<file path="src/rtl/board_input_conditioner_pkg.sv">
// Shared constants for the board input conditioner: button roles and default timing.
package board_pkg;

    localparam int BTN_COUNT = 6;
    localparam int BTN_RST   = 0;
    localparam int BTN_STEP  = 1;
    localparam int BTN_PAGE  = 5;

    localparam int DEF_DEBOUNCE_CYCLES = 1000000;
    localparam int DEF_RUN_DIV         = 50000000;
    localparam int DEF_PAGE_COUNT      = 8;

    typedef enum logic {
        SRC_MANUAL = 1'b0,
        SRC_RUN    = 1'b1
    } step_src_e;

endpackage

</file>
<file path="src/rtl/board_input_conditioner_btn_debounce.sv">
// One push-button lane: two-flop synchroniser, stability counter and rise detector.
module btn_debounce #(
    parameter int DEBOUNCE_CYCLES = 1000000
) (
    input  logic clk,
    input  logic rst,
    input  logic raw,
    output logic level,
    output logic rise,
    output logic rise_next
);

    localparam int CW = $clog2(DEBOUNCE_CYCLES + 1);
    localparam logic [CW-1:0] LAST = CW'(DEBOUNCE_CYCLES - 1);

    logic          sync1_q, sync1_d;
    logic          sync2_q, sync2_d;
    logic [CW-1:0] cnt_q, cnt_d;
    logic          level_q, level_d;
    logic          prev_q, prev_d;
    logic          rise_q, rise_d;

    // A level flip needs DEBOUNCE_CYCLES consecutive differing samples; any agreeing sample restarts the count.
    always_comb begin
        sync1_d = raw;
        sync2_d = sync1_q;
        prev_d  = level_q;
        rise_d  = level_q & ~prev_q;
        cnt_d   = cnt_q;
        level_d = level_q;
        if (sync2_q == level_q) begin
            cnt_d = '0;
        end else if (cnt_q == LAST) begin
            level_d = ~level_q;
            cnt_d   = '0;
        end else begin
            cnt_d = cnt_q + 1'b1;
        end
    end

    always_ff @(posedge clk) begin
        if (!rst) begin
            sync1_q <= 1'b0;
            sync2_q <= 1'b0;
            cnt_q   <= '0;
            level_q <= 1'b0;
            prev_q  <= 1'b0;
            rise_q  <= 1'b0;
        end else begin
            sync1_q <= sync1_d;
            sync2_q <= sync2_d;
            cnt_q   <= cnt_d;
            level_q <= level_d;
            prev_q  <= prev_d;
            rise_q  <= rise_d;
        end
    end

    assign level     = level_q;
    assign rise      = rise_q;
    assign rise_next = rise_d;

endmodule

</file>
<file path="src/rtl/board_input_conditioner.sv">
// Debounces the six board buttons and derives the CPU step clock, step counter and display page.
module board_input_conditioner
    import board_pkg::*;
#(
    parameter int DEBOUNCE_CYCLES = DEF_DEBOUNCE_CYCLES,
    parameter int PAGE_COUNT      = DEF_PAGE_COUNT,
    parameter int RUN_DIV         = DEF_RUN_DIV
) (
    input  logic        clk,
    input  logic        rst,
    input  logic [5:0]  swb,
    input  logic        run_en,
    output logic [5:0]  btn_level,
    output logic [5:0]  btn_rise,
    output logic        cpu_rst,
    output logic        cpu_clk,
    output logic [2:0]  page,
    output logic [15:0] step_count
);

    localparam int DW = $clog2(RUN_DIV + 1);
    localparam logic [DW-1:0] DIV_LAST  = DW'(RUN_DIV - 1);
    localparam logic [2:0]    PAGE_LAST = 3'(PAGE_COUNT - 1);

    logic [BTN_COUNT-1:0] rise_next;
    logic                 unused_rise_next;

    for (genvar i = 0; i < BTN_COUNT; i++) begin : g_btn
        btn_debounce #(
            .DEBOUNCE_CYCLES(DEBOUNCE_CYCLES)
        ) u_btn (
            .clk       (clk),
            .rst       (rst),
            .raw       (swb[i]),
            .level     (btn_level[i]),
            .rise      (btn_rise[i]),
            .rise_next (rise_next[i])
        );
    end

    assign unused_rise_next = ^{rise_next[4:2], rise_next[0]};

    logic          run_s1_q, run_s1_d;
    logic          run_s2_q, run_s2_d;
    logic [DW-1:0] div_q, div_d;
    logic          cpu_clk_q, cpu_clk_d;
    logic [15:0]   step_count_q, step_count_d;
    logic [2:0]    page_q, page_d;
    step_src_e     step_src;
    logic          run_tick;
    logic          tick;

    // Ticks use the same-cycle rise so cpu_clk moves on the edge btn_rise is raised; the divider sits at zero outside run mode.
    always_comb begin
        run_s1_d     = run_en;
        run_s2_d     = run_s1_q;
        step_src     = run_s2_q ? SRC_RUN : SRC_MANUAL;
        run_tick     = 1'b0;
        div_d        = '0;
        if (step_src == SRC_RUN) begin
            run_tick = (div_q == DIV_LAST);
            div_d    = run_tick ? '0 : div_q + 1'b1;
        end
        tick         = (step_src == SRC_RUN) ? run_tick : rise_next[BTN_STEP];
        cpu_clk_d    = cpu_clk_q;
        step_count_d = step_count_q;
        if (tick && !btn_level[BTN_RST]) begin
            cpu_clk_d = ~cpu_clk_q;
            if (!cpu_clk_q) begin
                step_count_d = step_count_q + 16'd1;
            end
        end
        page_d       = page_q;
        if (rise_next[BTN_PAGE]) begin
            page_d = (page_q == PAGE_LAST) ? 3'd0 : page_q + 3'd1;
        end
    end

    always_ff @(posedge clk) begin
        if (!rst) begin
            run_s1_q     <= 1'b0;
            run_s2_q     <= 1'b0;
            div_q        <= '0;
            cpu_clk_q    <= 1'b0;
            step_count_q <= 16'd0;
            page_q       <= 3'd0;
        end else begin
            run_s1_q     <= run_s1_d;
            run_s2_q     <= run_s2_d;
            div_q        <= div_d;
            cpu_clk_q    <= cpu_clk_d;
            step_count_q <= step_count_d;
            page_q       <= page_d;
        end
    end

    assign cpu_rst    = btn_level[BTN_RST];
    assign cpu_clk    = cpu_clk_q;
    assign page       = page_q;
    assign step_count = step_count_q;

endmodule

</file>
<file path="config.mk">
export PLATFORM = sky130hd
export DESIGN_NAME = board_input_conditioner
export DESIGN_NICKNAME = d
export VERILOG_FILES = /design/src/rtl/board_input_conditioner_pkg.sv /design/src/rtl/board_input_conditioner_btn_debounce.sv /design/src/rtl/board_input_conditioner.sv
export SDC_FILE = /design/constraint.sdc
export NUM_CORES = 1
export LEC_CHECK = 0
export CAP_MARGIN = 20
export CORE_MARGIN = 2
export CORE_UTILIZATION = 40
export DETAILED_ROUTE_END_ITERATION = 8
export GPL_ROUTABILITY_DRIVEN = 0
export SYNTH_ARGS = -nofsm -noshare
export SYNTH_HDL_FRONTEND = slang
export SYNTH_SLANG_ARGS = --single-unit
</file>
<file path="constraint.sdc">
create_clock -name clk -period 4.8 [get_ports clk]
set_input_delay 0.48 -clock clk [delete_from_list [all_inputs] [get_ports clk]]
set_output_delay 0.48 -clock clk [all_outputs]
set_load 0.02 [all_outputs]
</file>
==> results.json, run 1 <==
{
  "numClockSinks": 198,
  "number_of_resized_instances_in_the_post_cts_repair_step": 0,
  "finalInstanceArea_mm2": 0.00950,
  "design.die.area_mm2": 0.0219,
  "yosys_top_cell_area_share": 0.479,
  "gr-total-overflow": 0,
  "worst_setup_path_start_kind": "flop",
  "synth_fp_nets": 954,
  "p_leak_nw": 3.06,
  "timing.hold.worst_path_depth": 1,
  "cts_hold_repair.buffers": 0,
  "root_buffer": "sky130_fd_sc_hd__clkbuf_16",
  "clk_lat_worst_skew_ns": 0.44,
  "cp.required_ns": 5.17,
  "cts_setup_buffers": 0,
  "total_count_of_hold_check_failures_in_the_final_report": 0,
  "post_dp_cell_area_mm2": 0.00887,
  "arrival_time_reported_for_the_critical_path_endpoint_ns": 2.76,
  "post_synth_edffs": 0,
  "compound_gate_portion_of_the_synthesized_area": 0.0236,
  "report.final.slew_viol_count": 0,
  "initial_utilization": 0.408,
  "grt_start_max_net_pins": 32,
  "std_cell_rows": 52,
  "synth.distinct_cells": 37,
  "iter_0_drt_violations": 281,
  "slew-limit-headroom": 0.334,
  "avgSynthCellArea_um2": 8.85,
  "drt_wl_total_um": 15000,
  "number_of_search_and_repair_iterations_in_the_first_detailed_routing_pass": 4,
  "synth_adder_area_share": 0.0151,
  "drt.antenna.violating_nets": 0,
  "synth.area.mux_share": 0.0109,
  "critical_path.endpoint_type": "flop",
  "power.density_cell_area_mw_per_mm2": 332,
  "post-route-drc-count": 0,
  "ys.warnings.count": 0,
  "layout_common_cells": "198 x sky130_fd_sc_hd__dfxtp_1, 188 x sky130_fd_sc_hd__nor2_1, 89 x sky130_fd_sc_hd__xor2_1",
  "global_route_wire_length_before_repair_um": 26700,
  "worst-slew-pin-transition_ns": 0.991,
  "ir_worst_vdd_uv": 227,
  "r2r_cells": 6,
  "dpl.hpwl_um": 10000,
  "fmaxAchievable_mhz": 418,
  "ys_async_sr_fraction": 0,
  "grt_pass1_vias": 5837,
  "synth_cells": 935,
  "overall_die_height_um": 148,
  "post_synthesis_sequential_element_count": 198,
  "grt_usage": 0.147,
  "criticalPathCategory": "reg2reg",
  "layout.cells.most_common": "sky130_fd_sc_hd__dfxtp_1",
  "floorplan.die.width_um": 148,
  "area_growth_pct": 14.8,
  "wl_per_cell_um": 12.1,
  "tritoncts": "built",
  "finClkSkew_ns": 0.0110,
  "antenna_cells": 0,
  "finalSetupViolCount": 0,
  "fin_nets": 982,
  "viasPerCell": 4.89,
  "clock_tree.buffer_depth": 2,
  "drv.max_cap_violation_count": 0,
  "worst_hold_path_type": "reg2reg",
  "seq_area_frac_synth": 0.479,
  "synthDominantAreaCellType": "sky130_fd_sc_hd__dfxtp_1",
  "run_status": "completed",
  "setup-tns-final_ns": 0,
  "placement.io_buffers": 41,
  "rsz0062_at_grt": "false",
  "yosys.area_share.simple": 0.295,
  "synth_top_family_by_area": "simple AND/OR/NAND/NOR gates",
  "synth_area_mm2": 0.00827,
  "number_of_buffers_added_by_the_clock_tree_synthesis_step": 17,
  "grt_antenna_before_repair": 0,
  "crit_path_max_fanout": 31,
  "ranking_of_synthesized_cells_by_area": "sky130_fd_sc_hd__dfxtp_1 48%, sky130_fd_sc_hd__xor2_1 9.4%, sky130_fd_sc_hd__nor2_1 8.5%",
  "final_layout_size_suffix_gt1_frac": 0.0400,
  "timing.final.crit_period_ns": 2.39,
  "clk_pin_slew_worst_paths_ns": 0.08,
  "yosys_most_used_dff": "sky130_fd_sc_hd__dfxtp_1",
  "final_worst_path_period_share": 0.498,
  "core_area_mm2": 0.0203,
  "dr_total_vias": 6092,
  "cts_max_level": 4,
  "synth-xor-area-share": 0.146,
  "pin_count": 42
}
==> path summary, 6_finish.rpt <==
check                        startpoint             endpoint  slack [ns]
setup / recovery               div_q[9]        step_count[9]        2.41
hold / removal    g_btn[2].u_btn.prev_q  g_btn[2].u_btn.rise        0.39
setup reg to reg               div_q[9]        step_count[9]        2.41
hold reg to reg   g_btn[2].u_btn.prev_q  g_btn[2].u_btn.rise        0.39
==> worst max-delay path, stage by stage (launching register included) <==
cell and delay (ns):
sky130_fd_sc_hd__dfxtp_1 0.38, sky130_fd_sc_hd__or4b_1 0.54, sky130_fd_sc_hd__nor4_1 0.35, sky130_fd_sc_hd__a31oi_2 0.13, sky130_fd_sc_hd__buf_4 0.24, sky130_fd_sc_hd__or4_1 0.53, sky130_fd_sc_hd__a21oi_1 0.14
==> logic make-up after synthesis <==
group,Yosys count
flops,198
simple gates,492
buf+inv,55
xor+xnor,138
compound gates,33
fa+ha+maj,10
mux,9
==> where the power goes <==
| group | switching, W | internal (W) |
|---|---|---|
| clock network | 0.000675 | 0.000795 |
| logic | 0.0000202 | 0.0000130 |
| registers | 0.00000389 | 0.00165 |
| total | 0.000699 | 0.00246 |
==> metal layers <==
| metal | vias to the layer above | share of wire | global-route usage |
|---|---|---|---|
| met5 | - | 0 | 0 |
| met2 | 52 | 0.45 | 0.238 |
| met1 | 2803 | 0.51 | 0.192 |
| met3 | 16 | 0.027 | 0.0352 |
| met4 | 0 | 0.014 | 0.0490 |
| li1 | 3221 | - | - |
==> cells in the mapped netlist (all sizes together) (16+ instances only) <==
master	count
clkbuf	23
xnor2	49
nor4	20
and3	22
nor2	188
nand4	39
and2	23
a21oi	16
xor2	89
nand3	72
dfxtp	198
nand2	57
inv	18
==> cell type report <==
| class | instances | area [um2] |
|---|---|---|
| clock inverters | 14 | 181 |
| repair buffers | 46 | 453 |
| clock buffers | 18 | 429 |
| inverters | 18 | 67.6 |
| flip-flops and latches | 198 | 3960 |
| multi-input cells | 682 | 4060 |
| well taps | 270 | 338 |
| fillers | 1999 | 10800 |
==> registers in the layout, indices dropped and copies added (netlist names) <==
name                 flops
run_s2_q                 1
g_btn.u_btn.sync2_q      6
g_btn.u_btn.level        6
run_s1_q                 1
div_q                   26
step_count              16
g_btn.u_btn.cnt_q      120
g_btn.u_btn.rise         6
cpu_clk                  1
g_btn.u_btn.prev_q       6
g_btn.u_btn.sync1_q      6
page                     3
==> per-stage QoR <==
| stage | std cells | hold slack (ns) | utilization | setup WS, ns | total power, W |
|---|---|---|---|---|---|
| after floorplan | 935 | 0.367 | - | 2.68 | 0.00171 |
| after global placement | 1212 | 0.377 | 0.437 | 2.40 | 0.00172 |
| after detailed placement | 1212 | 0.372 | 0.437 | 2.36 | 0.00172 |
| after CTS | 1244 | 0.388 | 0.467 | 2.40 | 0.00320 |
| after global routing | 1246 | 0.394 | 0.468 | 2.26 | 0.00327 |
| final | 1246 | 0.387 | 0.468 | 2.41 | 0.00316 |
(Power assumes the default switching activity.)
==> inputs of run 2 (changes only) <==
clock period = 2.1 ns   (was 4.8 ns; I/O delays follow)
==> results.json, run 2 (same netlist as run 1, synthesis figures left out) <==
{
  "area_growth_pct": 19.4,
  "fin_worst_hold_slack_ns": 0.353,
  "setup-tns-final_ns": -0.711,
  "tritoncts": "built",
  "drv.max_cap_violation_count": 0,
  "finalSetupViolCount": 11,
  "pin_count": 42,
  "slew-limit-headroom": 0.663,
  "min_from": "run_en",
  "grt_usage": 0.145,
  "power.density_cell_area_mw_per_mm2": 739,
  "r2r_cells": 6,
  "numClockSinks": 198,
  "design.die.area_mm2": 0.0219,
  "number_of_search_and_repair_iterations_in_the_first_detailed_routing_pass": 4,
  "final_worst_path_period_share": 1.04,
  "core_area_mm2": 0.0203,
  "iter_0_drt_violations": 314,
  "fmaxAchievable_mhz": 457,
  "floorplan.die.width_um": 148,
  "layout_common_cells": "196 x sky130_fd_sc_hd__dfxtp_1, 188 x sky130_fd_sc_hd__nor2_1, 89 x sky130_fd_sc_hd__xor2_1",
  "overall_die_height_um": 148,
  "grt_pass1_vias": 5580,
  "viasPerCell": 4.84,
  "root_buffer": "sky130_fd_sc_hd__clkbuf_16",
  "slack_of_the_worst_reg_to_reg_path_ns": -0.09,
  "violations": "setup timing",
  "fin_nets": 1016,
  "p_seq_frac": 0.517,
  "rsz0062_at_grt": "true",
  "worst_setup_path_start_kind": "flop",
  "share_of_total_power_in_the_clock_network": 0.470,
  "dr_total_vias": 6200,
  "std_cell_rows": 52,
  "post-route-drc-count": 0,
  "fillers": 1995,
  "arrival_time_reported_for_the_critical_path_endpoint_ns": 2.55,
  "cts_setup_buffers": 0,
  "timing.hold.worst_path_depth": 2,
  "cts_max_level": 4,
  "report.final.slew_viol_count": 0,
  "run_status": "finished, violations left",
  "grt_start_max_net_pins": 32,
  "clk_pin_slew_worst_paths_ns": 0.07,
  "largest_register_ff_count": 120,
  "dpl.hpwl_um": 10200,
  "finClkSkew_ns": 0.00871,
  "final_layout_size_suffix_gt1_frac": 0.0842,
  "placement.io_buffers": 41,
  "antenna_cells": 0,
  "initial_utilization": 0.408,
  "clock_tree.buffer_depth": 2,
  "critical_path.endpoint_type": "flop",
  "p_leak_nw": 3.29,
  "critPathLaunch": "div_q[11]",
  "ir_worst_vdd_uv": 558,
  "worst_reg2reg_path_endpoint": "step_count[15]",
  "grt_antenna_before_repair": 0,
  "crit_path_max_fanout": 25,
  "power_frac_comb": 0.012,
  "clk_lat_worst_skew_ns": 0.43,
  "layout_setup_ws_ns": -0.0874,
  "dp_worst_setup_slack_ns": -0.170,
  "timing.final.crit_period_ns": 2.19,
  "criticalPathCategory": "reg2reg",
  "worst-slew-pin-transition_ns": 0.498,
  "cellInternalPower_w": 0.00572,
  "number_of_buffers_added_by_the_clock_tree_synthesis_step": 17,
  "min_delay_worst_endpoint": "run_s1_q",
  "worst_hold_path_type": "in2reg",
  "switching_share": 0.217,
  "gr-total-overflow": 0,
  "net-switching-power_w": 0.00159,
  "fin_util": 0.487,
  "drt.antenna.violating_nets": 0,
  "crit-reg2reg-launch": "div_q[11]",
  "drt_wl_total_um": 15400,
  "regMostFlops": "g_btn.u_btn.cnt_q",
  "global_route_wire_length_before_repair_um": 26400,
  "cts_hold_repair.buffers": 0,
  "cp.required_ns": 2.47,
  "layout.cells.most_common": "sky130_fd_sc_hd__dfxtp_1",
  "wl_per_cell_um": 12.0,
  "total_count_of_hold_check_failures_in_the_final_report": 0
}
[run 2: changes by cell type in the layout (fill, tap and decap cells not counted), moves of 2 or more]
cell and delta:
sky130_fd_sc_hd__buf_4 +30, sky130_fd_sc_hd__buf_12 +6, sky130_fd_sc_hd__a21oi_1 -3, sky130_fd_sc_hd__a21oi_2 +3
sky130_fd_sc_hd__inv_8 -3, sky130_fd_sc_hd__or4_1 -3, sky130_fd_sc_hd__or4_4 +3, sky130_fd_sc_hd__clkinv_2 +2
sky130_fd_sc_hd__clkinv_4 -2, sky130_fd_sc_hd__clkinvlp_4 +2, sky130_fd_sc_hd__dfxtp_1 -2, sky130_fd_sc_hd__dfxtp_2 +2
[run 2: area by class of cell]
class                   instances  area, um2  area share
clock buffers                  17        425      0.0430
clock inverters                15        194      0.0196
repair buffers                 80        778      0.0788
well taps                     270        338      0.0342
flip-flops and latches        198       3970       0.401
inverters                      18       67.6     0.00684
multi-input cells             682       4110       0.416
[run 2: worst max path at each step]
stage	endpoint	slack, ns	depth (start not counted)
finish	step_count[15]	-0.09	6
global route	step_count[13]	-0.16	6
CTS	step_count[15]	-0.07	6
detailed placement	step_count[11]	-0.17	6
global placement	step_count[15]	-0.13	6
floorplan	step_count[9]	0.04	6
[run 2: metal layers]
metal	part of all wire	vias to the layer above	routed length, um	track usage
li1	-	3293	-	-
met1	0.53	2843	8180	0.205
met2	0.43	50	6570	0.220
met3	0.026	14	400	0.0358
met4	0.013	0	205	0.0462
met5	0	-	0	0
[run 2: power groups by stage]
stage / sequential (W) / combinational, W / clock [W]
5_1_grt: 0.00378 / 0.000102 / 0.00368
2_1_floorplan: 0.00386 / 0.0000460 / 0
3_3_place_gp: 0.00386 / 0.0000922 / 0
4_1_cts: 0.00378 / 0.0000926 / 0.00353
6_report: 0.00378 / 0.0000908 / 0.00344
3_5_place_dp: 0.00386 / 0.0000925 / 0
[run 2: worst max-delay path, cell delays in order (launching register included)]
cell	delay [ns]
sky130_fd_sc_hd__dfxtp_2	0.32
sky130_fd_sc_hd__or4b_4	0.54
sky130_fd_sc_hd__nor4_4	0.26
sky130_fd_sc_hd__a31oi_2	0.16
sky130_fd_sc_hd__buf_12	0.18
sky130_fd_sc_hd__or4_4	0.51
sky130_fd_sc_hd__a21oi_2	0.14
[run 2: what timing repair did]
item                       4_1_cts  5_1_grt
setup endpoints to repair       13       12
pin swaps                        1        0
resized for setup                4        8
[run 2: through the flow]
step	std cells	area, um2	total power, W
floorplan	935	8280	0.00391
global placement	1248	9210	0.00396
detailed placement	1248	9210	0.00396
CTS	1280	9850	0.00740
global route	1280	9880	0.00756
finish	1280	9880	0.00730
==> inputs of run 3 (changes only) <==
CAP_MARGIN = unset   (was 20)
CORE_ASPECT_RATIO = 1.4   (was unset)
==> results.json, run 3 (same netlist as run 1, synthesis figures left out) <==
{
  "report.final.slew_viol_count": 0,
  "grt_usage": 0.151,
  "largest_register_ff_count": 120,
  "post_dp_cell_area_mm2": 0.00923,
  "critical_path.slowest_cell": "sky130_fd_sc_hd__or4b_2",
  "overall_die_height_um": 174,
  "rsz0062_at_grt": "true",
  "cts_hold_repair.buffers": 0,
  "critical-path-top-delay-family": "simple AND/OR/NAND/NOR gates",
  "fin_worst_hold_slack_ns": 0.354,
  "root_buffer": "sky130_fd_sc_hd__clkbuf_16",
  "run_status": "finished, violations left",
  "core_area_mm2": 0.0204,
  "arrival_time_reported_for_the_critical_path_endpoint_ns": 2.52,
  "clock_tree.buffer_depth": 2,
  "crit_path_cell_trace": "or4b_2 -> nor2_1 -> a31oi_2 -> buf_12 -> or4_4 -> a21oi_2",
  "number_of_search_and_repair_iterations_in_the_first_detailed_routing_pass": 5,
  "gr-total-overflow": 0,
  "grt_start_max_net_pins": 24,
  "total_count_of_hold_check_failures_in_the_final_report": 0,
  "wl_per_cell_um": 12.4,
  "cpPeakStageDelay_ns": 0.68,
  "dr_total_vias": 6338,
  "placement.io_buffers": 41,
  "worst_setup_path_start_kind": "flop",
  "finClkSkew_ns": 0.00932,
  "number_of_buffers_added_by_the_clock_tree_synthesis_step": 17,
  "tritoncts": "built",
  "drv.max_cap_violation_count": 0,
  "regMostFlops": "g_btn.u_btn.cnt_q",
  "initial_utilization": 0.406,
  "clk_lat_worst_skew_ns": 0.43,
  "antenna_cells": 0,
  "crit_path_max_fanout": 23,
  "ir_worst_vdd_uv": 532,
  "layout.cells.most_common": "sky130_fd_sc_hd__dfxtp_1",
  "viasPerCell": 4.97,
  "criticalPathCategory": "reg2reg",
  "timing.final.crit_period_ns": 2.16,
  "design.die.area_mm2": 0.0219,
  "cts_setup_buffers": 0,
  "layout_setup_ws_ns": -0.0561,
  "floorplan.die.width_um": 126,
  "slew-limit-headroom": 0.632,
  "fin_nets": 1024,
  "fmaxAchievable_mhz": 464,
  "std_cell_rows": 62,
  "area_growth_pct": 18.8,
  "numClockSinks": 198,
  "cp.required_ns": 2.47,
  "clk_pin_slew_worst_paths_ns": 0.07,
  "grt_pass1_vias": 6089,
  "final_layout_size_suffix_gt1_frac": 0.0914,
  "dpl.hpwl_um": 11300,
  "power.density_cell_area_mw_per_mm2": 702,
  "finalInstanceArea_mm2": 0.00983,
  "critical_path.endpoint_type": "flop",
  "finalSetupViolCount": 10,
  "p_leak_nw": 3.28,
  "drt_wl_total_um": 15800,
  "final_worst_path_period_share": 1.03,
  "grt_antenna_before_repair": 0,
  "global_route_wire_length_before_repair_um": 27500,
  "violations": "setup timing",
  "worst-slew-pin-transition_ns": 0.544,
  "cts_max_level": 4,
  "iter_0_drt_violations": 401,
  "post-route-drc-count": 0,
  "drt.antenna.violating_nets": 0,
  "setup-tns-final_ns": -0.291,
  "worst_hold_path_type": "in2reg",
  "pin_count": 42,
  "layout_common_cells": "196 x sky130_fd_sc_hd__dfxtp_1, 188 x sky130_fd_sc_hd__nor2_1, 89 x sky130_fd_sc_hd__xor2_1",
  "worstPathBufferInverterCount": 1
}
-- run 3: area by class of cell --
cell class                      instances  area (um2)
Multi-Input combinational cell        682        4110
Sequential cell                       198        3970
Clock inverter                         15         123
Inverter                               18        67.6
Clock buffer                           17         425
Fill cell                            1970       10600
Tap cell                              256         320
Timing Repair Buffer                   88         813
-- run 3: path summary, 6_finish.rpt --
path,from,to,slack [ns],cells past startpoint
max,g_btn[0].u_btn.level,step_count[15],-0.06,6
min,swb[3],g_btn[3].u_btn.sync1_q,0.35,2
max reg2reg,g_btn[0].u_btn.level,step_count[15],-0.06,6
min reg2reg,g_btn[2].u_btn.prev_q,g_btn[2].u_btn.rise,0.38,1
-- run 3: metal layers --
layer	up-vias	routed length, um	global-route usage
li1	3304	-	-
met1	2958	7300	0.183
met2	60	7810	0.260
met3	16	478	0.0385
met4	0	225	0.0528
met5	-	0	0
-- run 3: power breakdown --
| group | switching, W | internal (W) | total (W) |
|---|---|---|---|
| registers | 0.0000106 | 0.00377 | 0.00378 |
| clock network | 0.00149 | 0.00154 | 0.00303 |
| logic | 0.0000508 | 0.0000395 | 0.0000903 |
-- run 3: repair_timing --
item                       in CTS  in global routing
hold endpoints to repair        0                  0
gates cloned                    0                  0
resized for setup               3                  9
pin swaps                       0                  1
setup endpoints to repair      12                 12
-- run 3: through the flow --
step           utilization  instances  worst slack, ns  total power, W
2_1_floorplan            -        935           0.0370         0.00391
3_3_place_gp         0.452       1242          -0.0670         0.00396
3_5_place_dp         0.452       1242           -0.121         0.00396
4_1_cts              0.480       1274          -0.0498         0.00701
5_1_grt              0.482       1274           -0.126         0.00718
6_report             0.482       1274          -0.0561         0.00690
